## config.mk

```make
export PLATFORM = sky130hd
export DESIGN_NAME = serial_mag_compare
export DESIGN_NICKNAME = d
export VERILOG_FILES = /design/src/rtl/serial_mag_compare.sv
export SDC_FILE = /design/constraint.sdc
export NUM_CORES = 1
export LEC_CHECK = 0
export CAP_MARGIN = 10
export CELL_PAD_IN_SITES_DETAIL_PLACEMENT = 1
export CELL_PAD_IN_SITES_GLOBAL_PLACEMENT = 1
export CORE_UTILIZATION = 35
export CTS_CLUSTER_SIZE = 25
export DETAILED_ROUTE_END_ITERATION = 8
export DONT_BUFFER_PORTS = 1
export GPL_TIMING_DRIVEN = 0
export PLACE_DENSITY = 0.64
export REMOVE_ABC_BUFFERS = 1
export SLEW_MARGIN = 15
export SYNTH_ARGS = -nofsm -noshare
export SYNTH_HDL_FRONTEND = slang
export SYNTH_SLANG_ARGS = --single-unit
```

## constraint.sdc

```tcl
create_clock -name clk -period 2.94 [get_ports clk]
set_input_delay 0.588 -clock clk [delete_from_list [all_inputs] [get_ports clk]]
set_output_delay 0.588 -clock clk [all_outputs]
set_load 0.1 [all_outputs]
```

## src/rtl/serial_mag_compare.sv

```systemverilog
// Sequential W-bit magnitude comparator: streams operand bit pairs MSB first to an
// external 1-bit K/L comparator stage and stops at the first differing bit.
module serial_mag_compare #(
  parameter int W = 4
) (
  input  logic         clk,
  input  logic         rst_n,
  input  logic         start,
  input  logic [W-1:0] a_word,
  input  logic [W-1:0] b_word,
  output logic         bit_a,
  output logic         bit_b,
  input  logic         cmp_k,
  input  logic         cmp_l,
  output logic         busy,
  output logic         done,
  output logic         a_gt_b,
  output logic         a_lt_b,
  output logic         a_eq_b,
  output logic         err
);

  localparam int IW = (W > 1) ? $clog2(W) : 1;

  typedef enum logic [1:0] {
    IDLE,
    SCAN,
    DONE
  } state_t;

  state_t        state_q, state_d;
  logic [W-1:0]  shA_q, shA_d;
  logic [W-1:0]  shB_q, shB_d;
  logic [IW-1:0] idx_q, idx_d;
  logic          gt_q, gt_d;
  logic          lt_q, lt_d;
  logic          eq_q, eq_d;
  logic          err_q, err_d;

  always_ff @(posedge clk or negedge rst_n) begin
    if (!rst_n) begin
      state_q <= IDLE;
      shA_q   <= '0;
      shB_q   <= '0;
      idx_q   <= '0;
      gt_q    <= 1'b0;
      lt_q    <= 1'b0;
      eq_q    <= 1'b0;
      err_q   <= 1'b0;
    end else begin
      state_q <= state_d;
      shA_q   <= shA_d;
      shB_q   <= shB_d;
      idx_q   <= idx_d;
      gt_q    <= gt_d;
      lt_q    <= lt_d;
      eq_q    <= eq_d;
      err_q   <= err_d;
    end
  end

  // Shift registers are cleared on leaving SCAN so bit_a/bit_b idle at 0.
  always_comb begin
    state_d = state_q;
    shA_d   = shA_q;
    shB_d   = shB_q;
    idx_d   = idx_q;
    gt_d    = gt_q;
    lt_d    = lt_q;
    eq_d    = eq_q;
    err_d   = err_q;
    case (state_q)
      IDLE: begin
        if (start) begin
          shA_d   = a_word;
          shB_d   = b_word;
          idx_d   = IW'(W - 1);
          gt_d    = 1'b0;
          lt_d    = 1'b0;
          eq_d    = 1'b0;
          err_d   = 1'b0;
          state_d = SCAN;
        end
      end
      SCAN: begin
        case ({cmp_k, cmp_l})
          2'b11: begin
            if (idx_q == '0) begin
              eq_d    = 1'b1;
              shA_d   = '0;
              shB_d   = '0;
              state_d = DONE;
            end else begin
              shA_d = shA_q << 1;
              shB_d = shB_q << 1;
              idx_d = idx_q - 1'b1;
            end
          end
          2'b10: begin
            lt_d    = 1'b1;
            shA_d   = '0;
            shB_d   = '0;
            state_d = DONE;
          end
          2'b01: begin
            gt_d    = 1'b1;
            shA_d   = '0;
            shB_d   = '0;
            state_d = DONE;
          end
          default: begin
            err_d   = 1'b1;
            shA_d   = '0;
            shB_d   = '0;
            state_d = DONE;
          end
        endcase
      end
      DONE:    state_d = IDLE;
      default: state_d = IDLE;
    endcase
  end

  assign bit_a  = shA_q[W-1];
  assign bit_b  = shB_q[W-1];
  assign busy   = (state_q != IDLE);
  assign done   = (state_q == DONE);
  assign a_gt_b = gt_q;
  assign a_lt_b = lt_q;
  assign a_eq_b = eq_q;
  assign err    = err_q;

endmodule
```

# Word level (Yosys, flattened, before mapping)
# Index checks and enable logic that the tools add are counted.
[op_classes]
n_mux = 26
eq_ne = 13
add_sub_neg = 1
reduce_logical = 12
[ops]
columns = ["operator", "n"]
rows = [
  ["2-to-1 mux 4 bit", 6],
  ["case mux 4 bit (2 select lines)", 2],
  ["2-to-1 mux 2 bit", 6],
  ["!= test 2 bit (second input constant)", 5],
  ["AND reduction 3 bit", 3],
  ["case mux 1 bit (2 select lines)", 4],
  ["case mux 2 bit (2 select lines)", 2],
  ["AND reduction 4 bit", 2],
  ["== test 2 bit (second input constant)", 3],
  ["2-to-1 mux 1 bit", 6],
  ["== test 2 x 1 -> 1 bit (second input constant)", 2],
  ["logical NOT 2 bit", 2],
  ["!= test 2 x 1 -> 1 bit (second input constant)", 2],
  ["AND reduction 2 bit", 2],
  ["nonzero test 2 bit", 2],
  ["!= test 3 bit (second input constant)", 1],
  ["OR reduction 3 bit", 1],
  ["subtractor 2 x 1 -> 2 bit (second input constant)", 1],
]
[totals]
wordCells = 60
inputBits = 13
out_inout_bits = 8
regBits = 16

# Logic depth before layout (Yosys ltp)
# Gate-level depths: netlist (run 1).
[logic_depth]
word_depth = 4
mapped_depth = 6
mapped_depth_nobuf = 5

# Worst setup path after synthesis (run 1)
# No wires, ideal clock.
[synth_path]
path_kind = "register to output"
startpoint = "register state_q[1]"
endpoint = "output port done"
stages_incl_launch_ff = 3
t_required_ns = 2.352
slack_ns = 0.340
arrival_ns = 2.012
path_buffers = 1
path_cell_list = "dfrtp_1 -> clkbuf_1 -> nor2b_1"
[synth_between]
elab_chain_len = 1
[synth_rtl]
columns = ["element", "line_no", "rtl"]
rows = [
  ["start, declared", "31", "state_t state_q, state_d;"],
  ["start signal, assigned", "51", "state_q <= state_d;"],
  ["== test 2 bit", "127", "assign done = (state_q == DONE);"],
  ["end, declared", "16", "output logic done,"],
]
# No other way between the ends.

# Final worst setup path (run 1)
[layout_path]
startpoint = "register state_q[0]"
endpoint = "output port done"
# Same word-level chain as after synthesis.

==> run metrics, run 1 <==
Startpoint Class flop; remaining antenna violation count 0; GRT Total Usage 17.2%; detailed-route via count 653; Inserted Clock Buffers 3; outcome complete, no violations; n_diodes 0; Switching Power 0.000431 W; Synth Area in Simple Gates 27.6%; Die Y 51.1 um; Adder-Cell Fraction of Synth Area 2.96%; Clock transition at path regs 100 ps; post-synth cell types 24; Via density 5.63; VDD IR max 509 uV; clock sink count 16; switching share of power 52.0%; Finished Core Util 39.4%; Crit path max-delay family simple AND/OR/NAND/NOR gates; Pwr Density 940 mW/mm2; core box area 0.00223 mm2; Final #Nets 105; Combinational Power Share 22.8%; CTS tree yes; deepest clock path buffer count 2; Post-Synth XOR/XNOR Area 0%; Pre-antenna DRT Iters 4; peak per-stage delay on the critical path 940 ps; count of flip-flops with a built-in enable after synthesis 0; max frequency 404 MHz; largest family of logic cells by synthesized area simple AND/OR/NAND/NOR gates; Synth area leader dfrtp_1; clock share of power 14.0%; Buffers & Inverters on Critical Path 0; number of gates resized after CTS 0; Worst-Margin Slew 1050 ps; Setup CP Type flop to output pin; Slew Limit Headroom 29.7%; peak fanout along the critical path 25; Post-DP HPWL 1.27 mm; most common cell after layout, fill and taps aside dfrtp_1; largest net degree at the start of global routing 26; first-pass GRT wire length 3.27 mm; layout cells sized above 1 7.95%; HP Class input port to flop; post-synthesis sequential area ratio 47.4%; port bufs 0; sequential power share 63.2%; total power 0.000828 W; Crit. End Element output pin; DRC Markers 0; Pint 0.000397 W; final setup TNS 0 ps; initial core utilization 37.8%; post-synthesis cell count 90; Final Critical Period 2480 ps; Crit path required time 2350 ps; Main synth FF type dfrtp_1; Period Utilization, post-route 84.3%; Fin. Hold Viols 0; Die W 51.1 um; Synth Register Bits 16; most frequent cells in the layout dfrtp_1 (16), nor2_1 (9), nand2b_1 (8); GP Congestion 0.748; max-cap violations 0; pins over their slew limit 0; Synth Area in Compound Gates 15.6%; initial antenna violation count 0; DR WL/cell 16.6 um; Arrival @ worst endpoint 1890 ps; syn_area_per_cell 9.38 um2; slowest CP cell nor2b_2; drt first-iter violations 6; RSZ-0062 raised after global routing no; top cell type's share of synthesized area 47.4%; die area 0.00261 mm2; I/O pin cnt 21; final setup fails 0; Ys Warns 0; vias in the first global route 686; post-synthesis mux area share 1.19%; most area-consuming cells after synthesis dfrtp_1 (47%), nand2b_1 (5.9%), a31oi_1 (5.2%); global route overflow 0; Clock H-tree levels 1; Area Overhead vs Synth 4.30%; clock root buffer clkbuf_4; Synth async-reset ratio 100%; Post-Syn Area 845 um2; crit path cell chain nor2b_2; Leakage 0.387 nW; clock skew 3.82 ps; Clk Latency, worst-skew pair 280 ps; site row count 17; final WL 1.93 mm
[area by class of cell]
cell class                 instances  area (um2)
timing repair buffer               1        10.0
tap                               28        35.0
fill                             267        1350
inverter                           3        11.3
clock buffer                       3        22.5
sequential                        16         400
multi-input combinational         65         402
[Yosys cell counts, types with 2 or more instances]
master     n
dfrtp_1   16
nor2_1     9
nand2b_1   8
a21oi_1    7
a31oi_1    7
nand2_1    6
nand4b_1   5
nor2b_1    5
o21ai_0    4
buf_2      3
inv_1      3
and3b_1    2
clkbuf_1   2
ha_1       2
o22ai_1    2
[state kept, by name (all words and copies together), names as in the netlist]
register and flops:
shA_q 4, shB_q 4, idx_q 2, state_q 2, a_eq_b 1, a_gt_b 1
a_lt_b 1, err 1
[metrics by stage]
| step | instances | instance area, um2 | hold WS [ps] | setup slack, ps |
|---|---|---|---|---|
| after floorplan | 84 | 811 | 292 | 417 |
| after global placement | 112 | 846 | 293 | 231 |
| after detailed placement | 112 | 848 | 293 | 763 |
| after CTS | 116 | 881 | 455 | 450 |
| after global routing | 116 | 881 | 464 | 409 |
| final | 116 | 881 | 461 | 463 |
[logic make-up (layout without fill, tap and decap cells)]
group | after synthesis | in the layout
compound gates | 22 | 22
buf+inv | 9 | 7
flops | 16 | 16
simple gates | 40 | 40
fa+ha+maj | 2 | 2
mux | 1 | 1
[power groups by stage]
stage | logic, W | clock network, W | registers (W)
4_1_cts | 0.000192 | 0.000121 | 0.000524
3_3_place_gp | 0.000178 | 0 | 0.000525
2_1_floorplan | 0.000162 | 0 | 0.000507
5_1_grt | 0.000214 | 0.000129 | 0.000534
6_report | 0.000189 | 0.000116 | 0.000524
3_5_place_dp | 0.000186 | 0 | 0.000528
[timing repair]
item,CTS,global route
hold endpoints to repair,16,0
buffers inserted,0,0
hold buffers,1,0
[worst reg2reg max path, stage by stage, from the launching register on]
cell and delay [ps]:
dfrtp_1 830, o21ba_2 440, o22ai_1 120, a31oi_1 170
[layer usage]
| layer | share of wire [%] | routed length (um) | vias up | GRT usage [%] |
|---|---|---|---|---|
| met4 | 0 | 0 | 0 | 4.17 |
| met5 | 0 | 0 | - | 0 |
| met3 | 3.5 | 67 | 0 | 3.27 |
| met1 | 49 | 939 | 326 | 22.8 |
| met2 | 48 | 921 | 17 | 28.5 |
| li1 | - | - | 310 | - |
[path summary, 6_finish.rpt]
path | from | to | slack [ps] | depth (start not counted)
min | b_word[1] | shB_q[1]$_DFFE_PN0P_ | 460 | 2
min in group asynchronous | rst_n | err$_DFFE_PN0P_ | 830 | 1
max in group asynchronous | rst_n | shA_q[1]$_DFFE_PN0P_ | 1620 | 1
min reg2reg | shA_q[2]$_DFFE_PN0P_ | shA_q[2]$_DFFE_PN0P_ | 520 | 1
max | state_q[0]$_DFFE_PN0P_ | done | 460 | 1
max reg2reg | state_q[0]$_DFFE_PN0P_ | idx_q[0]$_DFFE_PN0P_ | 1310 | 3
Power figures use the tool's default switching activity.
==> run 2, diff against run 1 <==
- clock period: 2.94 -> 2.51 ns (I/O delays scaled with it)
==> results of run 2 <==
The final DEF is identical to that of run 1. Status: complete, no violations.
Main changes from that run: setup slack after placement 763 ps -> 419 ps; setup slack after layout 463 ps -> 119 ps; hold slack 461 ps -> 375 ps; register-to-register setup slack 1310 ps -> 880 ps; total power 0.000828 W -> 0.000970 W; worst IR drop on VDD 509 uV -> 596 uV
==> run 3, diff against run 2 <==
- CAP_MARGIN: 10 -> not set
==> results of run 3 <==
The final DEF is identical to that of run 1. Status: complete, no violations.
Main changes from that run: setup slack after placement 763 ps -> 419 ps; setup slack after layout 463 ps -> 119 ps; hold slack 461 ps -> 375 ps; register-to-register setup slack 1310 ps -> 880 ps; total power 0.000828 W -> 0.000970 W; worst IR drop on VDD 509 uV -> 596 uV
